===== config.mk =====
export PLATFORM = sky130hd
export DESIGN_NAME = reaction_counter_flat
export DESIGN_NICKNAME = d
export VERILOG_FILES = /design/src/rtl/reaction_counter_if.sv /design/src/rtl/reaction_counter.sv /design/src/flat_wrapper.sv
export SDC_FILE = /design/constraint.sdc
export NUM_CORES = 1
export LEC_CHECK = 0
export ABC_CLOCK_PERIOD_IN_PS = 3100
export CELL_PAD_IN_SITES_DETAIL_PLACEMENT = 1
export CELL_PAD_IN_SITES_GLOBAL_PLACEMENT = 1
export CORE_MARGIN = 5
export CORE_UTILIZATION = 43
export CTS_BUF_LIST = sky130_fd_sc_hd__clkbuf_8
export CTS_CLUSTER_DIAMETER = 80
export DETAILED_ROUTE_END_ITERATION = 8
export GPL_TIMING_DRIVEN = 0
export PLACE_DENSITY_LB_ADDON = 0.05
export REMOVE_ABC_BUFFERS = 1
export SLEW_MARGIN = 20
export SYNTH_ARGS = -nofsm -noshare
export SYNTH_HDL_FRONTEND = slang
export SYNTH_SLANG_ARGS = --single-unit

===== constraint.sdc =====
create_clock -name clk -period 3.1 [get_ports clk]
set_input_delay 0.31 -clock clk [delete_from_list [all_inputs] [get_ports clk]]
set_output_delay 0.31 -clock clk [all_outputs]
set_load 0.005 [all_outputs]

===== src/rtl/reaction_counter_if.sv =====
// reaction_counter_if
//   Bundle between the reaction-timer master controller and the elapsed-time
//   counter.
//   clreset      : 1 = clear and hold the counter, 0 = let it run
//   count        : 5-digit packed BCD elapsed time, most significant digit first
//   count_binary : the same elapsed time in binary
//   tick         : one-cycle pulse on every increment
//   sat          : count is being held at 99999 (saturating build only)
//   The master modport is the controller side. The slave modport is the counter side.
interface reaction_counter_if;
  logic        clreset;
  logic [19:0] count;
  logic [19:0] count_binary;
  logic        tick;
  logic        sat;

  modport master (output clreset, input count, count_binary, tick, sat);
  modport slave  (input clreset, output count, count_binary, tick, sat);
endinterface


===== src/rtl/reaction_counter.sv =====
// reaction_counter
//   Divides clk down to a TICK_HZ increment event. Each event advances a
//   5-digit packed-BCD count and a binary count that always agree.
//   Parameters : CLK_HZ, TICK_HZ (DIV = CLK_HZ/TICK_HZ, integer >= 2)
//   Ports      : clk - system clock (rising edge)
//                rst - asynchronous active-high reset
//                bus - reaction_counter_if.slave (clreset in; count,
//                      count_binary, tick, sat out)
//   Macro      : REACTION_CNT_SAT_EN - when defined, the count holds at 99999
//                and raises sat. When undefined, the count wraps to 0 and sat
//                is tied to 0.
module reaction_counter #(
  parameter int CLK_HZ  = 50000000,
  parameter int TICK_HZ = 1000
) (
  input  logic                clk,
  input  logic                rst,
  reaction_counter_if.slave   bus
);

  localparam int DIV   = CLK_HZ / TICK_HZ;
  localparam int PRE_W = $clog2(DIV);
  localparam logic [PRE_W-1:0] PRE_LAST = PRE_W'(DIV - 1);
  localparam logic [19:0]      BIN_MAX  = 20'd99999;

  logic [PRE_W-1:0] pre_q, pre_d;
  logic [19:0]      count_q, count_d;
  logic [19:0]      bin_q, bin_d;
  logic             tick_q, tick_d;
  logic [19:0]      bcd_inc;
  logic             carry;

  // BCD +1 with the full ripple carry resolved in one cycle. 99999 wraps to 00000.
  always_comb begin
    bcd_inc = count_q;
    carry   = 1'b1;
    for (int i = 0; i < 5; i++) begin
      if (carry) begin
        if (count_q[4*i +: 4] == 4'd9) begin
          bcd_inc[4*i +: 4] = 4'd0;
        end else begin
          bcd_inc[4*i +: 4] = count_q[4*i +: 4] + 4'd1;
          carry = 1'b0;
        end
      end
    end
  end

`ifdef REACTION_CNT_SAT_EN
  logic sat_q, sat_d;
`endif

  always_comb begin
    pre_d   = pre_q;
    count_d = count_q;
    bin_d   = bin_q;
    tick_d  = 1'b0;
`ifdef REACTION_CNT_SAT_EN
    sat_d   = sat_q;
`endif
    if (bus.clreset) begin
      // A clear beats an increment on the same edge. It also restarts the tick phase.
      pre_d   = '0;
      count_d = '0;
      bin_d   = '0;
`ifdef REACTION_CNT_SAT_EN
      sat_d   = 1'b0;
`endif
    end else if (pre_q == PRE_LAST) begin
      pre_d = '0;
`ifdef REACTION_CNT_SAT_EN
      if (bin_q != BIN_MAX) begin
        count_d = bcd_inc;
        bin_d   = bin_q + 20'd1;
        tick_d  = 1'b1;
        sat_d   = (bin_q == BIN_MAX - 20'd1);
      end
`else
      count_d = bcd_inc;
      bin_d   = (bin_q == BIN_MAX) ? 20'd0 : bin_q + 20'd1;
      tick_d  = 1'b1;
`endif
    end else begin
      pre_d = pre_q + PRE_W'(1);
    end
  end

  always_ff @(posedge clk or posedge rst) begin
    if (rst) begin
      pre_q   <= '0;
      count_q <= '0;
      bin_q   <= '0;
      tick_q  <= 1'b0;
    end else begin
      pre_q   <= pre_d;
      count_q <= count_d;
      bin_q   <= bin_d;
      tick_q  <= tick_d;
    end
  end

`ifdef REACTION_CNT_SAT_EN
  always_ff @(posedge clk or posedge rst) begin
    if (rst) sat_q <= 1'b0;
    else     sat_q <= sat_d;
  end
  assign bus.sat = sat_q;
`else
  assign bus.sat = 1'b0;
`endif

  assign bus.count        = count_q;
  assign bus.count_binary = bin_q;
  assign bus.tick         = tick_q;

endmodule


===== src/flat_wrapper.sv =====
// flat-port wrapper written by rule: the top's interface ports become plain ports
module reaction_counter_flat 
#(
  parameter int CLK_HZ  = 50000000,
  parameter int TICK_HZ = 1000
)
  (clk, rst, bus_clreset, bus_count, bus_count_binary, bus_tick, bus_sat);
  reaction_counter_if bus_i ();
  input  logic clk;
  input  logic rst;
  input wire logic [$bits(bus_i.clreset)-1:0] bus_clreset;
  output wire logic [$bits(bus_i.count)-1:0] bus_count;
  output wire logic [$bits(bus_i.count_binary)-1:0] bus_count_binary;
  output wire logic [$bits(bus_i.tick)-1:0] bus_tick;
  output wire logic [$bits(bus_i.sat)-1:0] bus_sat;
  assign bus_i.clreset = bus_clreset;
  assign bus_count = bus_i.count;
  assign bus_count_binary = bus_i.count_binary;
  assign bus_tick = bus_i.tick;
  assign bus_sat = bus_i.sat;
  reaction_counter #(.CLK_HZ(CLK_HZ), .TICK_HZ(TICK_HZ)) u_core (.clk(clk), .rst(rst), .bus(bus_i));
endmodule

Word level (Yosys, flattened, before mapping). Cells that the tools add are included. W data, S select, Z words.

Flip-flop bits (word level): 57. Output and inout port bits: 42. Logic and storage cells: 56.

$add $sub $neg: 7. Eq/ne operators: 7. Muxes and demuxes: 25. Reductions and logical operators: 9.

Operators by type and width (count): $mux W20 (5); $mux W4 (9); $mux W16 (2); $add A20 B1 Y20 const B (1); $add A4 B1 Y4 const B (5); $eq A20 B17 Y1 const B (1); $eq A4 B4 Y1 const B (5); $add A16 B1 Y16 const B (1); $eq A16 B16 Y1 const B (1); $reduce_bool A2 Y1 (5); $mux W1 (9); $reduce_and A2 Y1 (4).

Depth between registers and ports, before layout.
Depth after elaboration: 8. Gate-level depth with buffers: 8. Mapped depth without buffers: 7.

Worst setup path after synthesis. OpenSTA, ideal clock, no wires.

Path kind: register to register. Start: register u_core.bin_q[8] (netlist: u_core.bus.count_binary[8]). End: register u_core.bin_q[16] (netlist: u_core.bus.count_binary[16]). Setup time: 0.136 ns. Data arrival time: 2.166 ns. Required time: 2.964 ns. Slack: 0.798 ns. Stages on the path, launching flop included: 8. Path through: dfrtp_1 -> clkbuf_1 -> or4_1 -> nor4_1 -> buf_2 -> nand2_1 -> a31oi_1 -> a21oi_1.

Longest elaborated chain between the ends: 4.

RTL lines: start: declaration (line reaction_counter.sv:28) `logic [19:0] bin_q, bin_d;`; start signal: assignment (line reaction_counter.sv:97) `bin_q <= bin_d;`; $add A20 B1 Y20 / $eq A20 B17 Y1 (equally long branches) (line reaction_counter.sv:80) `bin_d = (bin_q == BIN_MAX) ? 20'd0 : bin_q + 20'd1;`; $mux W20 (*) (line reaction_counter.sv:80); $mux W20 (*) (line reaction_counter.sv:69) `end else if (pre_q == PRE_LAST) begin`; $mux W20 (*) (line reaction_counter.sv:61) `if (bus.clreset) begin`.

Every way passes the cells marked *; elsewhere a longest branch is shown, timed or not. The select of a mux whose other input is x is not followed. A chain may end at the register's enable or synchronous reset.

Worst setup path after layout.
Start: register u_core.pre_q[11]. End: register u_core.count_q[13] (netlist: u_core.bus.count[13]).

Longest elaborated chain between the ends: 3.

RTL lines: start: declaration (line reaction_counter.sv:26) `logic [PRE_W-1:0] pre_q, pre_d;`; start signal: assignment (line reaction_counter.sv:95) `pre_q <= pre_d;`; $eq A16 B16 Y1 (line reaction_counter.sv:69); $reduce_bool A2 Y1 (no source line); $reduce_and A2 Y1 (no source line); end signal: assignment (line reaction_counter.sv:96) `count_q <= count_d;`; end: declaration (line reaction_counter.sv:27) `logic [19:0] count_q, count_d;`.

Every way passes these cells.

==> out/metrics.csv <==
metric;value;unit
status;finished, final reports clean;
YS warnings;0;
CTS tree;built;
Seq/Total Area, Yosys;44.9;%
count of final setup violators;0;
Seq cells post-synth;57;
ANT nets after route;0;
most instantiated library cell after synthesis;dfrtp_1;
crit-path max FO;9;
Util after Layout;54.2;%
type of origin of the critical path;flip-flop;
total grt overflow;0;
IO Port Bufs;43;
cell count after synthesis;349;
Site Rows;31;
RSZ-0062 raised after global routing;false;
largest cells by area after synthesis;dfrtp_1 45%, ha_1 4.7%, nor2_1 4.6%;
EDFF count, synth;0;
synthesized cell area;0.00318;mm^2
initial antenna violation count;0;
library cells used by synthesis;46;
DPL Wire Length;5.82;mm
core outline area;0.00721;mm^2
global-route wire length before repair;14.6;mm
Initial Util;44.0;%
commonest cells in the netlist;57 x dfrtp_1, 39 x nor2_1, 27 x a21oi_1, 27 x nand2_1, 24 x nand3_1;
vias in the first global route;2957;
First-pass DRT Iterations;4;
fmax;0.350;GHz
Avg Cell Area, Syn;9.10;um^2
Die W;95.9;um
actual slew at the worst max-slew pin;0.714;ns
worst vdd ir;0.185;mV
layout cells sized above 1;6.78;%
Synth top area share;44.9;%
CP arrival;3.12;ns
Period Utilization, post-route;92.2;%
total power;1510;uW
CTS max path bufs;2;
Cell Pwr Density;385;mW/mm^2
post-cts hold buffer count;0;
post-CTS setup buffer count;0;
DRC Markers;0;
leading area contributor after synthesis;dfrtp_1;
Root Buffer;clkbuf_8;
wire length per cell;16.9;um
Area Overhead vs Synth;23.2;%
max cap viols;0;
die height;95.9;um
post-synthesis async set-or-reset flop share;100;%
Final Hold Vio Count;0;
GRT Resource Usage Total;20.3;%
relative slew slack;52.0;%
Post-synth top flop;dfrtp_1;
clk sinks;57;
CTS Buf Count;9;
Cell Chain, Critical Path;or4b_4 > nor4_2 > buf_4 > nand4_1 > or3_1 > a21oi_1;
pin count of the biggest net entering global routing;48;
clk_lat worst skew;0.34;ns
clk slew on worst S/H paths;0.06;ns
violation count after the first detailed-routing iteration;101;
fillers;856;
total routed wirelength;8.40;mm
Vias;2834;
WHS;0.234;ns
Tightest Hold Check Type;input port to asynchronous set/reset pin;
Nets;409;
fin crit period;2.86;ns
DR vias/cell;5.70;
max incr delay on CP;0.58;ns
crit path capture type;flip-flop;
ANT cells;0;
LEAKAGE;0.00160;uW
IO Pins;45;
Die ar.;0.00920;mm^2
H-tree lvl count;3;
worst reg2reg startpoint;u_core.pre_q[11]$_DFF_PP0_;
clk_skew;0.00606;ns
post-CTS sizing;0;
slowest CP cell;or4b_4;
Max Slew Vio Count;0;
crit path launch;u_core.pre_q[11]$_DFF_PP0_;
Worst Path Required;3.36;ns
GP Congestion;0.784;
Crit Path Class;flip-flop to flip-flop;
## area by class of cell
cell class	instances	area [um^2]	area share [%]
tap	99	124	3.16
inverter	12	47.5	1.21
clock buffer	10	138	3.52
clock inverter	5	25.0	0.639
timing repair buffer	47	493	12.6
multi-input combinational	267	1660	42.4
sequential	57	1430	36.4
## layout by cell type (no fill, tap or decap), types with 8 or more instances in the layout
master           count
and3_1              11
nand2_1             27
dfrtp_1             57
xnor2_1              8
xor2_1              10
ha_1                12
nand3_1             24
clkbuf_8            10
inv_1               13
clkdlybuf4s50_1     42
nor3_1               9
o21ai_0             19
nor2_1              39
a21oi_1             27
nand4_1             12
## through the flow
stage	std cells	setup slack [ns]	TNS (ns)	area (um^2)
after CTS	497	0.208	0	3910
final	497	0.242	0	3910
after detailed placement	482	0.256	0	3750
after floorplan	336	0.202	0	3120
after global routing	497	0.0141	0	3910
after global placement	478	-0.847	-11.28	3670
## path summary, 6_finish.rpt
kind	end	slack, ns	cells after the start
max in group asynchronous	u_core.bus.count_binary[8]$_DFFE_PP0P_	2.39	3
max	u_core.bus.count[13]$_DFFE_PP0P_	0.24	6
min reg2reg	u_core.pre_q[0]$_DFF_PP0_	0.49	1
min in group clk	u_core.bus.count[2]$_DFFE_PP0P_	0.37	2
min	u_core.pre_q[9]$_DFF_PP0_	0.23	2
max reg2reg	u_core.bus.count[13]$_DFFE_PP0P_	0.24	6
## registers in the layout (all words and copies together) (netlist names)
| name | count |
|---|---|
| u_core.bus.count_binary | 20 |
| u_core.bus.tick | 1 |
| u_core.pre_q | 16 |
| u_core.bus.count | 20 |
## per-layer routing
metal | GRT usage, % | wire length, um | vias up
met5 | 0 | 0 | -
met4 | 5.09 | 76 | 0
met3 | 5.08 | 285 | 8
met2 | 33.5 | 4160 | 43
met1 | 26.7 | 3880 | 1430
li1 | - | - | 1353
## cells by family (layout without fill, tap and decap cells)
| kind of cell | Yosys count | after routing | synth area share (%) |
|---|---|---|---|
| xor gates and xnor gates | 18 | 18 | 4.96 |
| muxes | 3 | 3 | 0.946 |
| buffers and inverters | 25 | 74 | 3.19 |
| AOI/OAI and AO/OA | 67 | 67 | 12.7 |
| and+or+nand+nor | 166 | 166 | 28.4 |
| other | 1 | 1 | 0.118 |
| DFF | 57 | 57 | 44.9 |
| adders and majority gates | 12 | 12 | 4.73 |
## power by group
| group | switching [uW] | internal [uW] |
|---|---|---|
| registers | 27.2 | 763 |
| logic | 64.1 | 59.4 |
| clock network | 294 | 298 |
## critical path, delay by kind of cell, from the launching register on
family          cells  cell delay, ns
compound gates      1            0.15
buf+inv             1            0.26
simple gates        4            1.94
flops               1            0.44
Note: power is estimated with default switching activity, not from simulation.
